===== config.mk =====
export PLATFORM = sky130hd
export DESIGN_NAME = namuru_time_base
export DESIGN_NICKNAME = d
export VERILOG_FILES = /design/src/rtl/namuru_time_base.sv
export SDC_FILE = /design/constraint.sdc
export NUM_CORES = 1
export LEC_CHECK = 0
export BUFFER_PORTS_ARGS = -buffer_cell sky130_fd_sc_hd__buf_2
export CAP_MARGIN = 20
export CORE_ASPECT_RATIO = 1.5
export CORE_MARGIN = 1
export CORE_UTILIZATION = 53
export DETAILED_ROUTE_END_ITERATION = 7
export GPL_TIMING_DRIVEN = 0
export HOLD_SLACK_MARGIN = 0.08
export MAX_ROUTING_LAYER = met4
export PLACE_DENSITY = 0.81
export REMOVE_ABC_BUFFERS = 1
export SYNTH_ARGS = -nofsm -noshare
export SYNTH_HDL_FRONTEND = slang
export SYNTH_SLANG_ARGS = --single-unit
export TNS_END_PERCENT = 10

===== constraint.sdc =====
create_clock -name sys_clk -period 4.21 [get_ports sys_clk]
set_input_delay 0.842 -clock sys_clk [delete_from_list [all_inputs] [get_ports sys_clk]]
set_output_delay 0.842 -clock sys_clk [all_outputs]
set_load 0.01 [all_outputs]

===== src/rtl/namuru_time_base.sv =====
// Namuru time base: sample-rate divider, TIC / ACCUM_INT epoch generation,
// sticky status and per-channel new-data flags with clear-on-read, and irq.
module namuru_time_base #(
  parameter int unsigned NCH        = 12,
  parameter int unsigned SAMPLE_DIV = 4
) (
  input  logic              sys_clk,
  input  logic              sys_rst,
  input  logic              rstn,
  input  logic [23:0]       prog_tic,
  input  logic [23:0]       prog_accum_int,
  input  logic [NCH-1:0]    ch_dump,
  input  logic              status_read,
  input  logic              new_data_read,
  output logic              sample_enable,
  output logic              pre_tic_enable,
  output logic              tic_enable,
  output logic              accum_enable,
  output logic [23:0]       tic_count,
  output logic [23:0]       accum_count,
  output logic [1:0]        status,
  output logic [NCH-1:0]    new_data,
  output logic              irq
);

  localparam int unsigned CNT_W  = 24;
  localparam int unsigned SDIV_W = $clog2(SAMPLE_DIV);
  localparam logic [SDIV_W-1:0] SDIV_LAST = SDIV_W'(SAMPLE_DIV - 1);

  logic [SDIV_W-1:0] sdiv;
  logic              tic_pending;
  logic [NCH-1:0]    dump_prev;
  logic              sample_cycle_c;
  logic [NCH-1:0]    nd_clear_c;

  assign sample_cycle_c = (sdiv == SDIV_LAST);

  // A read only clears channels with no dump this cycle or the previous one.
  assign nd_clear_c = {NCH{new_data_read}} & ~(ch_dump | dump_prev);

  // Sample divider and sample strobe.
  always_ff @(posedge sys_clk or posedge sys_rst) begin
    if (sys_rst) begin
      sdiv          <= '0;
      sample_enable <= 1'b0;
    end else if (!rstn) begin
      sdiv          <= '0;
      sample_enable <= 1'b0;
    end else begin
      sdiv          <= sample_cycle_c ? '0 : sdiv + SDIV_W'(1);
      sample_enable <= sample_cycle_c;
    end
  end

  // TIC down-counter; reload on zero raises the early TIC pulse.
  always_ff @(posedge sys_clk or posedge sys_rst) begin
    if (sys_rst) begin
      tic_count      <= '0;
      pre_tic_enable <= 1'b0;
    end else if (!rstn) begin
      tic_count      <= prog_tic;
      pre_tic_enable <= 1'b0;
    end else if (sample_enable) begin
      if (tic_count == '0) begin
        tic_count      <= prog_tic;
        pre_tic_enable <= 1'b1;
      end else begin
        tic_count      <= tic_count - CNT_W'(1);
        pre_tic_enable <= 1'b0;
      end
    end else begin
      pre_tic_enable <= 1'b0;
    end
  end

  // Delayed TIC: fires after the sample strobe following the early pulse.
  always_ff @(posedge sys_clk or posedge sys_rst) begin
    if (sys_rst) begin
      tic_pending <= 1'b0;
      tic_enable  <= 1'b0;
    end else if (!rstn) begin
      tic_pending <= 1'b0;
      tic_enable  <= 1'b0;
    end else begin
      tic_enable <= tic_pending && sample_enable;
      if (pre_tic_enable) begin
        tic_pending <= 1'b1;
      end else if (sample_enable) begin
        tic_pending <= 1'b0;
      end
    end
  end

  // ACCUM_INT down-counter; same scheme as TIC without the delayed copy.
  always_ff @(posedge sys_clk or posedge sys_rst) begin
    if (sys_rst) begin
      accum_count  <= '0;
      accum_enable <= 1'b0;
    end else if (!rstn) begin
      accum_count  <= prog_accum_int;
      accum_enable <= 1'b0;
    end else if (sample_enable) begin
      if (accum_count == '0) begin
        accum_count  <= prog_accum_int;
        accum_enable <= 1'b1;
      end else begin
        accum_count  <= accum_count - CNT_W'(1);
        accum_enable <= 1'b0;
      end
    end else begin
      accum_enable <= 1'b0;
    end
  end

  // Sticky status; a set coinciding with a read wins.
  always_ff @(posedge sys_clk or posedge sys_rst) begin
    if (sys_rst) begin
      status <= '0;
    end else if (!rstn) begin
      status <= '0;
    end else begin
      status[0] <= tic_enable   | (status[0] & ~status_read);
      status[1] <= accum_enable | (status[1] & ~status_read);
    end
  end

  // Sticky per-channel new-data flags and one-cycle dump history.
  always_ff @(posedge sys_clk or posedge sys_rst) begin
    if (sys_rst) begin
      new_data  <= '0;
      dump_prev <= '0;
    end else if (!rstn) begin
      new_data  <= '0;
      dump_prev <= '0;
    end else begin
      new_data  <= ch_dump | (new_data & ~nd_clear_c);
      dump_prev <= ch_dump;
    end
  end

  // Interrupt is the registered OR of status.
  always_ff @(posedge sys_clk or posedge sys_rst) begin
    if (sys_rst) begin
      irq <= 1'b0;
    end else begin
      irq <= |status;
    end
  end

endmodule


; ---- Word level (Yosys, flattened, before mapping)
; Cells that the tools add are included.
[word_totals]
ff_bits = 82
input_bits = 65
out_inout_bits = 67
word_cells = 55
[op_classes]
addsub = 3
eq_ne = 3
mux = 22
n_bitwise = 11
reduce_logical = 4
[op_table]
columns = operator, count
row1 = 24-bit 2-to-1 mux, 6
row2 = 24-bit zero test, 2
row3 = 24-bit by 1-bit subtractor with 24-bit output (second input constant), 2
row4 = 12-bit bitwise AND, 2
row5 = 12-bit 2-to-1 mux, 2
row6 = 12-bit NOT, 2
row7 = 12-bit bitwise OR, 2
row8 = 1-bit 2-to-1 mux, 11
row9 = 2-bit 2-to-1 mux, 3
row10 = 3-bit by 1-bit inequality test with 1-bit output (second input constant), 1
row11 = 2-bit by 1-bit adder with 2-bit output (second input constant), 1
row12 = 1-bit bitwise AND, 2
row13 = 2-bit equality test (second input constant), 1
row14 = 2-bit by 1-bit inequality test with 1-bit output (second input constant), 1
row15 = 1-bit bitwise OR, 2
row16 = 2-bit OR reduction, 1
row17 = 1-bit logical AND, 1
row18 = 1-bit NOT, 1

; ---- Depth between registers and ports, before layout
[depth]
word_depth = 7
depth_mapped = 8
mapped_depth_nobuf = 7

; ---- Worst setup path before layout
; OpenSTA, ideal clock, no wires.
[synth_path]
path_kind = register -> register
from = register tic_count[0]
to = register tic_count[18]
setup_ns = 0.124
t_arrival_ns = 1.932
required_time_ns = 4.086
path_slack_ns = 2.154
stages_incl_launch_ff = 8
n_path_buf = 1
period_less_slack_ns = 2.056
cell_sequence = dfrtp_1 inv_1 ha_1 nor4b_1 and3_1 buf_2 a41oi_1 a211o_1
[synth_via]
elab_chain_cells = 4
word_cells_on_any_way = 5
classes_between = 1 x add/sub / 3 x mux / 1 x reduce/logical
[synth_lines]
columns = element, line_no
row1 = "start, declared", 19  ; output logic [23:0] tic_count,
row2 = "start signal, assigned", 61  ; tic_count <= prog_tic;
row3 = "start signal, assigned", 65  ; tic_count <= prog_tic;
row4 = "start signal, assigned", 68  ; tic_count <= tic_count - CNT_W'(1);
row5 = 24-bit by 1-bit subtractor with 24-bit output or 24-bit zero test (tied branches), "68, 64"
row6 = 24-bit 2-to-1 mux (*), 64  ; if (tic_count == '0) begin
row7 = 24-bit 2-to-1 mux (*), 63  ; end else if (sample_enable) begin
row8 = 24-bit 2-to-1 mux (*), 60  ; end else if (!rstn) begin
; Mark *: on every way between the ends. The rest lies on a longest branch, timed or not. The select of a mux whose other input is x is not followed.
; A chain may end at the register's enable or synchronous reset.

; ---- Worst setup path in the final report
[layout_path]
from = register accum_count[4]
to = register accum_count[10]
[layout_via]
elab_chain_cells = 4
word_cells_on_any_way = 5
classes_between = 1 x add/sub / 3 x mux / 1 x reduce/logical
[layout_lines]
columns = element, line_no
row1 = "start, declared", 20  ; output logic [23:0] accum_count,
row2 = "start signal, assigned", 100  ; accum_count <= prog_accum_int;
row3 = "start signal, assigned", 104  ; accum_count <= prog_accum_int;
row4 = "start signal, assigned", 107  ; accum_count <= accum_count - CNT_W'(1);
row5 = 24-bit by 1-bit subtractor with 24-bit output or 24-bit zero test (tied branches), "107, 103"
row6 = 24-bit 2-to-1 mux (*), 103  ; if (accum_count == '0) begin
row7 = 24-bit 2-to-1 mux (*), 102  ; end else if (sample_enable) begin
row8 = 24-bit 2-to-1 mux (*), 99  ; end else if (!rstn) begin
; Marked as above.

==> results.ini <==
[status]
status = finished clean

[power_and_ir_drop]
internal-power_uw = 1580
power_density_nw_per_um2 = 397
p_seq_share_pct = 43.7
netSwitchingPower_uw = 680
power_frac_clock_pct = 36.8
comb_power_share_pct = 19.5
leakage_uw = 0.00259
sw_frac_of_total_pct = 30.1
peakVddDrop_mv = 0.245

[placement]
place.gp.congestion = 0.909
port-buffer-count = 131
hpwlAfterDp_um = 8560
dpl.cell_count = 715
dp_slack_ns = 0.881

[sta]
slew_viol_final = 0
period_needed_ns = 3.02
period_share_pct = 71.8
rsz0062_at_grt = false
worst_pin_slew_ns = 1.00
maxSlewHeadroom_pct = 32.7
fin_ws_ns = 1.19
clock_skew_ns = 0.00632
setup_violations = 0
hold_viol = 0
max_clock_freq_ghz = 0.331

[setup_path]
slowest_stage = nor3_1
critPathMaxFanout = 19
arrival_ns = 3.25
path_cells = nor3_1 > nand2_1 > o31ai_4 > nor4_1 > a311o_1
endpoint_kind = register
start_kind = register
critical_path_class = register to register
cp_data_required_time_ns = 4.43
critPathMaxStageDelay_ns = 0.84

[synthesis]
ys_types = 67
synth_most_common_cell = dfrtp_1
synth_seq_area_share_pct = 44.2
ys_top_cells_by_count = dfrtp_1, nor2_1, nand2_1
syn_area_per_cell_um2 = 9.31
yosys_register_bits = 82
synth_top_area_share_pct = 44.2
async_flop_share_pct = 100
synth_edf_count = 0
synth_ff_type = dfrtp_1
synth_area_leaders = dfrtp_1, nor2_1, nand3_1
ys_warn_count = 0
mappedNetlistArea_um2 = 4650
synthCells = 499
synth_area_leader_cell = dfrtp_1

[route]
via_count = 4450
viasPerCell = 6.10
drt-pass1-iter-count = 5
totalWireLength_um = 12500
antenna_left = 0
drc = 0
drt_iter0_markers = 307
wl_per_cell_um = 17.1

[cts]
cts_tree = yes
cts_max_level = 3
numCtsBuffers = 9
cts_buffer_depth = 2
cts_num_sinks = 82
cts.clk_slew.worst_paths_ns = 0.06
clock_latency_ns = 0.34
ctsResizeCount = 0
cts_root_buffer = clkbuf_16
cts_setup_buffers = 0
cts_hold_buf = 0

[die]
core_um2 = 8460
core.rowCount = 41
ioPinCount = 132
fp.dieH_um = 117
initial_core_util_pct = 54.9
die_area_um2 = 9150
die_w_um = 78.4

[global_route]
grt_pass1_wl_um = 20500
grt_pass1_vias = 4193
grt_max_degree = 72
grt_usage_pct = 29.7
antenna_found_initial = 0
grt_overflow = 0

[final_layout]
diodes = 0
layout.nets = 689
fin_cells = 730
drive_gt1_share_pct = 27.9
area_growth_pct = 22.4

[flow_run]
drv_cap = 0

[worst_hold_path]
min_path_type = primary input to asynchronous set/reset pin

-- power by group through the flow --
| stage | logic [µW] | clock network [µW] | registers [µW] |
|---|---|---|---|
| final | 440 | 831 | 985 |
| after global routing | 489 | 873 | 999 |
| after CTS | 441 | 840 | 982 |
| after detailed placement | 439 | 0 | 995 |
| after global placement | 418 | 0 | 989 |
| after floorplan | 223 | 0 | 1010 |
-- metrics by stage --
stage	util [%]	power, µW	hold slack (ns)	instance area, µm²	TNS (ns)
4_1_cts	67.2	2260	0.413	5680	0
3_5_place_dp	63.5	1430	0.432	5380	0
5_1_grt	67.2	2360	0.416	5680	0
2_1_floorplan	-	1230	0.408	4500	0
3_3_place_gp	62.5	1410	0.420	5290	-2.18
6_report	67.2	2260	0.414	5680	0
-- worst max-delay path, delay by kind of cell (launching register included) --
kind            cells  cell delay (ns)
flops               1             0.44
compound gates      2             1.12
simple gates        3             1.35
-- area by class of cell --
type	instances	area, µm²
inverter	16	65.1
multi-input combinational	376	2390
clock buffer	10	229
tap	107	134
sequential	82	2050
clock inverter	5	80.1
timing repair buffer	134	738
fill	715	2780
-- cells by family after synthesis --
| kind of cell | share of synthesized area (%) |
|---|---|
| fa+ha+maj | 1.35 |
| flops | 44.2 |
| buf+inv | 4.52 |
| simple gates | 28.9 |
| mux | 1.72 |
| compound gates | 19.3 |
-- final timing paths --
| check | startpoint | end | slack, ns | cells past startpoint |
|---|---|---|---|---|
| max | accum_count[4] | accum_count[10] | 1.19 | 5 |
| min | sys_rst | tic_count[9] | 0.41 | 2 |
| max reg2reg | accum_count[4] | accum_count[10] | 1.19 | 5 |
| min reg2reg | sdiv[0] | sdiv[0] | 0.44 | 1 |
| max in group asynchronous | sys_rst | accum_count[16] | 3.21 | 3 |
| min in group sys_clk | sdiv[0] | sdiv[0] | 0.44 | 1 |
-- placed cells by master (no fill, tap or decap), types with 4 or more instances in the layout --
| master | synthesis | final |
|---|---|---|
| nand4_1 | 7 | 7 |
| and3_1 | 11 | 11 |
| o21a_1 | 4 | 4 |
| a22o_1 | 5 | 5 |
| and2_1 | 14 | 14 |
| buf_2 | 7 | 131 |
| a21oi_1 | 22 | 22 |
| dfrtp_1 | 82 | 82 |
| or4_1 | 5 | 5 |
| nor2_1 | 51 | 50 |
| o21ai_0 | 22 | 22 |
| or3_1 | 4 | 4 |
| nand2b_1 | 14 | 14 |
| a211o_1 | 4 | 4 |
| a31oi_1 | 5 | 5 |
| o211ai_1 | 6 | 6 |
| inv_1 | 15 | 14 |
| nor3_1 | 25 | 25 |
| nor3_2 | 4 | 4 |
| ha_1 | 5 | 5 |
| nand3_1 | 33 | 33 |
| nand2_1 | 34 | 34 |
| o41ai_1 | 4 | 4 |
| nor4_1 | 10 | 10 |
| mux2i_1 | 8 | 8 |
| clkbuf_16 | 0 | 9 |
| a2bb2oi_1 | 10 | 10 |
| nor4b_1 | 4 | 4 |
-- state kept, by name, indices dropped and copies added, names as in the netlist, 2 cells and up --
name,cells
dump_prev,12
accum_count,24
sdiv,2
new_data,12
status,2
tic_count,24
-- metal layers --
layer  track usage (%)  vias up  wire length (µm)
met5                 -        -                 0
li1                  -     2107                 -
met2              46.6      171              6150
met3              4.69       35               685
met4              15.9        0               358
met1              36.8     2137              5290
Note: power is estimated with default switching activity, not from simulation.
